===== config.mk =====
export PLATFORM = sky130hd
export DESIGN_NAME = mem_arbiter
export DESIGN_NICKNAME = d
export VERILOG_FILES = /design/src/rtl/mem_arb_pkg.sv /design/src/rtl/arb_timeout_cnt.sv /design/src/rtl/mem_arbiter.sv
export SDC_FILE = /design/constraint.sdc
export NUM_CORES = 1
export LEC_CHECK = 0
export ABC_AREA = 1
export BUFFER_PORTS_ARGS = -buffer_cell sky130_fd_sc_hd__buf_4
export CELL_PAD_IN_SITES_DETAIL_PLACEMENT = 1
export CELL_PAD_IN_SITES_GLOBAL_PLACEMENT = 2
export CORE_MARGIN = 5
export CORE_UTILIZATION = 29
export CTS_CLUSTER_DIAMETER = 100
export DETAILED_ROUTE_END_ITERATION = 16
export GPL_ROUTABILITY_DRIVEN = 0
export PLACE_DENSITY_LB_ADDON = 0.12
export SYNTH_ARGS = -nofsm -noshare
export SYNTH_HDL_FRONTEND = slang
export SYNTH_SLANG_ARGS = --single-unit

===== constraint.sdc =====
create_clock -name clk -period 3.21 [get_ports clk]
set_input_delay 0.642 -clock clk [delete_from_list [all_inputs] [get_ports clk]]
set_output_delay 0.642 -clock clk [all_outputs]
set_load 0.03 [all_outputs]

===== src/rtl/mem_arb_pkg.sv =====
// Shared types for the instruction/data memory arbiter: FSM states, grant
// identifiers and the default acknowledge timeout.
package mem_arb_pkg;

  typedef enum logic [1:0] {
    IDLE,
    IF_ACC,
    DM_ACC
  } arb_state_e;

  typedef enum logic {
    GNT_IF,
    GNT_DM
  } grant_e;

  localparam int TIMEOUT_DEFAULT = 255;

endpackage


===== src/rtl/arb_timeout_cnt.sv =====
// Wait-cycle counter for an outstanding memory access; tc flags the cycle
// whose missing acknowledge brings the count up to TIMEOUT.
module arb_timeout_cnt #(
  parameter int TIMEOUT = 255
) (
  input  logic clk,
  input  logic rst,
  input  logic clr,
  input  logic en,
  output logic tc
);

  localparam int CW = $clog2(TIMEOUT + 1);

  logic [CW-1:0] cnt;

  always_ff @(posedge clk or negedge rst) begin
    if (!rst) begin
      cnt <= '0;
    end else if (clr) begin
      cnt <= '0;
    end else if (en) begin
      cnt <= cnt + CW'(1);
    end
  end

  assign tc = (cnt == CW'(TIMEOUT - 1));

endmodule


===== src/rtl/mem_arbiter.sv =====
// Single-port memory arbiter between the fetch and data ports: one access in
// flight, alternating priority on conflicts, sticky timeout error.
module mem_arbiter
  import mem_arb_pkg::*;
#(
  parameter int TIMEOUT = TIMEOUT_DEFAULT
) (
  input  logic        clk,
  input  logic        rst,
  input  logic        i_if_req,
  input  logic [31:0] i_if_addr,
  output logic [31:0] o_if_rdata,
  output logic        o_if_valid,
  input  logic        i_dm_req,
  input  logic        i_dm_we,
  input  logic [31:0] i_dm_addr,
  input  logic [31:0] i_dm_wdata,
  output logic [31:0] o_dm_rdata,
  output logic        o_dm_valid,
  output logic        o_stall_f,
  output logic        o_stall_m,
  output logic        o_mem_req,
  output logic        o_mem_we,
  output logic [31:0] o_mem_addr,
  output logic [31:0] o_mem_wdata,
  input  logic        i_mem_ack,
  input  logic [31:0] i_mem_rdata,
  output logic        o_bus_err
);

  arb_state_e state;
  grant_e     last_grant;
  logic       if_pend, dm_pend, pick_dm;
  logic       cnt_tc, done;

  // A port whose valid is pulsing this cycle has been served; its still-high
  // request must not trigger a second grant.
  assign if_pend = i_if_req & ~o_if_valid;
  assign dm_pend = i_dm_req & ~o_dm_valid;
  assign pick_dm = dm_pend & (~if_pend | (last_grant == GNT_IF));

  assign o_stall_f = i_if_req & ~o_if_valid;
  assign o_stall_m = i_dm_req & ~o_dm_valid;

  assign done = i_mem_ack | cnt_tc;

  arb_timeout_cnt #(
    .TIMEOUT(TIMEOUT)
  ) u_tmo (
    .clk(clk),
    .rst(rst),
    .clr(state == IDLE),
    .en ((state != IDLE) & ~i_mem_ack),
    .tc (cnt_tc)
  );

  always_ff @(posedge clk or negedge rst) begin
    if (!rst) begin
      state       <= IDLE;
      last_grant  <= GNT_IF;
      o_mem_req   <= 1'b0;
      o_mem_we    <= 1'b0;
      o_mem_addr  <= '0;
      o_mem_wdata <= '0;
      o_if_valid  <= 1'b0;
      o_dm_valid  <= 1'b0;
      o_if_rdata  <= '0;
      o_dm_rdata  <= '0;
      o_bus_err   <= 1'b0;
    end else begin
      o_if_valid <= 1'b0;
      o_dm_valid <= 1'b0;
      case (state)
        IDLE: begin
          if (pick_dm) begin
            state       <= DM_ACC;
            last_grant  <= GNT_DM;
            o_mem_req   <= 1'b1;
            o_mem_we    <= i_dm_we;
            o_mem_addr  <= i_dm_addr;
            o_mem_wdata <= i_dm_wdata;
          end else if (if_pend) begin
            state       <= IF_ACC;
            last_grant  <= GNT_IF;
            o_mem_req   <= 1'b1;
            o_mem_we    <= 1'b0;
            o_mem_addr  <= i_if_addr;
            o_mem_wdata <= '0;
          end
        end
        IF_ACC, DM_ACC: begin
          if (done) begin
            state     <= IDLE;
            o_mem_req <= 1'b0;
            if (!i_mem_ack) o_bus_err <= 1'b1;
            // Aborted accesses and stores both return zero data.
            if (state == IF_ACC) begin
              o_if_valid <= 1'b1;
              o_if_rdata <= i_mem_ack ? i_mem_rdata : '0;
            end else begin
              o_dm_valid <= 1'b1;
              o_dm_rdata <= (i_mem_ack && !o_mem_we) ? i_mem_rdata : '0;
            end
          end
        end
        default: state <= IDLE;
      endcase
    end
  end

endmodule


Yosys cells after proc, flatten, opt, wreduce, memory -nomap -nowiden --
Cells that the tools add are included. Widths: inputs -> output; s select.
Storage, ports and cells: register bits 144, bits of input ports 134, output and inout port bits 135, logic and storage cells 69
Operators by class: $add $sub $neg 1, equal/unequal tests 5, muxes and demuxes 25, bitwise gates (word level) 12, reductions and logical operators 14
Operator list (number):
- $mux 32 | 6
- $mux 8 | 2
- $mux 1 | 12
- $reduce_and 3->1 | 4
- $add 8x1->8 const B | 1
- $eq 8x8->1 const B | 1
- $reduce_bool 2->1 | 4
- $mux 2 | 3
- $not 1->1 | 6
- $and 1x1->1 | 4
- $pmux 2 s2 | 1
- $reduce_and 2->1 | 2
- $ne 3x3->1 const B | 1
- $eq 2x1->1 const B | 1
- $eq 2x2->1 const B | 1
- $logic_not 2->1 | 1
- $ne 2x2->1 const B | 1
- $or 1x1->1 | 2
- $pmux 1 s2 | 1
- $reduce_or 2->1 | 1
- $logic_and 1x1->1 | 1
- $logic_not 1->1 | 1

Logic depth before layout (Yosys ltp) --
word-level depth 7, depth in mapped cells 11, mapped depth without buffers 10

Hierarchy --
A second synthesis with hierarchy kept.
Second synthesis, totals: cells, all modules 798, area, all modules 6383.6 sq um
Modules (own cells, without submodules):
- mem_arbiter | times used 1, cells an instance 739, area each 5916.9 sq um, seq. area each 3403.3 sq um
- arb_timeout_cnt | times used 1, cells an instance 59, area each 466.7 sq um, seq. area each 200.2 sq um

Least setup slack after synthesis --
OpenSTA, ideal clock, no wires.
path type input -> register, from input port i_dm_req, to register o_mem_wdata[21], arrival 1.548 ns, required time 3.127 ns, slack 1.579 ns, stages 8, path buffers 2, path through nand2_1 inv_2 nand2_2 inv_2 buf_2 buf_2 nand3_1 o21ai_0
Between the ends: cells in the longest elaborated chain, start to end 4
Ends and longest elaborated chain:
- from (decl) | line mem_arbiter.sv:14 | input logic i_dm_req,
- $and 1x1->1 *
- named net o_stall_m | line mem_arbiter.sv:21 | output logic o_stall_m,
- $and 1x1->1 * | line mem_arbiter.sv:40 | assign pick_dm = dm_pend & (~if_pend | (last_grant == GNT_IF));
- $reduce_bool 2->1 (no source line)
- $reduce_and 2->1 (no source line)
- to (signal assigned) | line mem_arbiter.sv:81 | o_mem_wdata <= i_dm_wdata;
- to (decl) | line mem_arbiter.sv:25 | output logic [31:0] o_mem_wdata,
Mark *: on every way through the listed nets, which the timed path passes. The rest lies on a longest branch. A chain may end at the register's enable or synchronous reset.

Final worst setup path --
from register u_tmo.cnt[0], to register o_dm_rdata[10]
Between the ends: cells in the longest elaborated chain, start to end 3
Ends and longest elaborated chain:
- from (decl) | line arb_timeout_cnt.sv:15 | logic [CW-1:0] cnt;
- from (signal assigned) | line arb_timeout_cnt.sv:23 | cnt <= cnt + CW'(1);
- $eq 8x8->1 | line arb_timeout_cnt.sv:27 | assign tc = (cnt == CW'(TIMEOUT - 1));
- $or 1x1->1 | line mem_arbiter.sv:45 | assign done = i_mem_ack | cnt_tc;
- $reduce_and 3->1 (no source line)
- to (signal assigned) | line mem_arbiter.sv:102 | o_dm_rdata <= (i_mem_ack && !o_mem_we) ? i_mem_rdata : '0;
- to (decl) | line mem_arbiter.sv:18 | output logic [31:0] o_dm_rdata,
Every way passes these cells.

==> impl_results.md <==
* Drt first pass iters at 4
* Gate power share at 0.482
* Antenna violations before repair at 0
* CTS tree: done
* Fmax at 481 MHz
* Share of power burned in registers at 0.303
* Max-Cap Viols at 0
* Resized Gates After CTS at 0
* PwrDens at 1100 nW/um2
* Final period util at 0.648
* Async SR Flop Fraction at 1.00
* First-pass GRT wire length at 33.5 mm
* Die footprint at 24,800 um2
* Setup violators final at 0
* Count of filler cells inserted in the layout at 2,514
* Hold Fails Final Rpt at 0
* Io pins at 269
* Multi-input gate area at 2230 um2
* Top cells by area, synth: dfrtp_1 (57%), nand2_1 (13%), o21ai_2 (6.4%)
* Clk_lat worst skew at 0.42 ns
* Sinks on Clock Net at 144
* Cells after synthesis at 697
* Int Power at 5590 uW
* Share of layout cells above drive strength 1 at 0.383
* Synth Area in XOR/XNOR at 0
* Status: finished clean
* GRT busiest layer: met2
* RSZ-0062 raised after global routing: no
* Met1 Track Usage GR at 0.205
* Crit path max fanout at 20
* Post-synthesis simple-gate area fraction at 0.195
* Final ANT Viol Nets at 0
* Arrival time at the worst endpoint at 2.38 ns
* Top cell type by total area after synthesis: dfrtp_1
* PortBufs at 268
* Peak VDD IR at 0.386 mV
* Main flop type after synthesis: dfrtp_1
* Crit Path Class: reg2reg
* Clock Tree Buf Depth at 2
* Worst-path clk slew at 0.06 ns
* Initial Util at 0.292
* Vias per cell at 4.61
* Max Clock Skew at 0.00881 ns
* DR iter-0 viols at 250
* Avg Cell Area, Syn at 9.06 um2
* Mapped Area at 6310 um2
* Hold Path Class: in2async
* Setup_tns at 0 ns
* Startpoint types: flop
* Placed inst area at 8550 um2
* Routed wire per std cell at 17.2 um
* Vias in the first global route at 6,255
* Clock power share at 0.215
* Final critical-path required period at 2.08 ns
* Die W at 158 um
* Design area at 9190 um2
* Leakage at 0.00458 uW
* Number of buffers added for setup after CTS at 0
* Met2 GRT Util at 0.283
* Syn. warnings at 0
* Register area at 3600 um2
* Crit-path cells: inv_1, ha_1, nand2_1, nor2_1, nand2_2, nand2_2, nand3_2, buf_4, nand2_1, o21ai_2
* Synth top cells by count: nand2_1 (214), dfrtp_1 (144), inv_1 (53)
* Largest net degree at the start of global routing at 100
* Compound-gate portion of the synthesized area at 0.149
* Final hold slack at 0.287 ns
* Req. time, crit path at 3.51 ns
* Most used standard cell by instance count after synthesis: nand2_1
* Overall routing resource usage at 0.171
* Row count at 54
* Detailed Place HPWL at 15.9 mm
* Post-synth cell types at 26
* Largest family of logic cells by synthesized area: simple AND/OR/NAND/NOR gates
* Post-synthesis register bit count at 144
* DP Worst Slack at 0.765 ns
* Post-Synth Adder-Cell Area at 0.00793
* Root Driver: clkbuf_16
* Multiplexer share of the synthesized area at 0
* Pins Over Slew Limit at 0
* Final setup margin at 1.13 ns
* Htree depth at 4
* Num CTS Buffers at 17
* Nets at 1,087
* Sequential-to-total area share from yosys stat at 0.571
* DRC Markers at 0
* Core box area at 21,600 um2
* Rel. slew slack at 0.381
* Die height at 158 um
* Max incr delay on CP at 0.39 ns
* Vias at 5,731
* CP max stage cell: dfrtp_1
* CTS Hold Bufs at 0
* Post-synth EDFFs at 0
* Total grt overflow at 0
* CP Capture Type: flop
* Worst slew pin tran at 0.929 ns
* Mapped Nets at 835
* Met3 usage at 0.0668
* Sw frac at 0.444
* Top cell type's share of synthesized area at 0.571
* P_sw at 4470 uW
* Routed Wire Length at 21.4 mm
* Synth-to-layout area growth at 45.5%
## cell usage in the layout, fill, tap and decap left out, types with 2 or more instances in the layout
cell type	netlist	final
o21ai_1	28	28
nand3_2	2	2
nand2_2	4	4
a31oi_1	32	32
nand2_1	214	214
nand4_1	2	2
inv_1	53	53
nand3_1	40	40
a21oi_1	4	4
inv_2	3	3
clkbuf_16	0	17
inv_6	0	5
ha_1	4	4
dfrtp_1	144	144
clkinvlp_4	0	2
clkinv_4	0	2
buf_12	0	5
o21ai_0	31	31
buf_4	2	272
nor2_1	39	39
o21ai_2	46	46
bufinv_16	0	4
## path summary, 6_finish.rpt
path | startpoint | end | slack (ns) | cells past startpoint
max | u_tmo.cnt[0] | o_dm_rdata[10] | 1.13 | 10
min | rst | o_if_rdata[22] | 0.29 | 1
max reg2reg | u_tmo.cnt[0] | o_dm_rdata[10] | 1.13 | 10
min reg2reg | o_bus_err | o_bus_err | 0.49 | 1
max in group asynchronous | rst | u_tmo.cnt[7] | 2.08 | 2
min in group clk | i_dm_wdata[13] | o_mem_wdata[13] | 0.46 | 3
## metrics by stage
step / cells / utilization / total power [uW]
after floorplan: 697 / - / 6040
after global placement: 1210 / 0.395 / 7880
after detailed placement: 1210 / 0.395 / 8030
after CTS: 1242 / 0.425 / 10200
after global routing: 1242 / 0.425 / 10700
final: 1243 / 0.425 / 10100
## cell families (layout without fill, tap and decap cells)
group | after synthesis | after routing
buf+inv | 101 | 366
fa+ha+maj | 4 | 4
compound gates | 144 | 144
flops | 144 | 144
other cells | 0 | 1
simple gates | 304 | 304
## layout make-up
| cell class | instances | area share |
|---|---|---|
| Multi-Input combinational cell | 452 | 0.243 |
| Tap cell | 280 | 0.0381 |
| Clock inverter | 14 | 0.0219 |
| Inverter | 56 | 0.0229 |
| Clock buffer | 18 | 0.0478 |
| Timing Repair Buffer | 278 | 0.234 |
| Antenna cell | 1 | 0.000272 |
| Sequential cell | 144 | 0.392 |
## state kept, by name (all words and copies together), names as in the netlist, 2 cells and up
signal / count
u_tmo.cnt: 8
state: 2
o_if_rdata: 32
o_mem_addr: 32
o_dm_rdata: 32
o_mem_wdata: 32
## critical path, delay by kind of cell (launching register included)
kind                       cells  cell delay (ns)
AOI/OAI and AO/OA              1             0.06
adders and majority gates      1             0.16
buffers and inverters          2             0.50
DFF                            1             0.39
and+or+nand+nor                6             0.84
## power groups by stage
stage | clock (uW) | sequential, uW | combinational [uW]
floorplan | 0 | 4430 | 1620
global route | 2310 | 3140 | 5240
global placement | 0 | 3050 | 4830
detailed placement | 0 | 3080 | 4950
finish | 2160 | 3050 | 4850
CTS | 2220 | 3060 | 4960
## routing by layer
| layer | vias up | wire length, um |
|---|---|---|
| met4 | 0 | 444 |
| met2 | 197 | 10200 |
| met3 | 29 | 2000 |
| li1 | 2762 | - |
| met1 | 2743 | 8730 |
| met5 | - | 0 |
(Power assumes the default switching activity.)
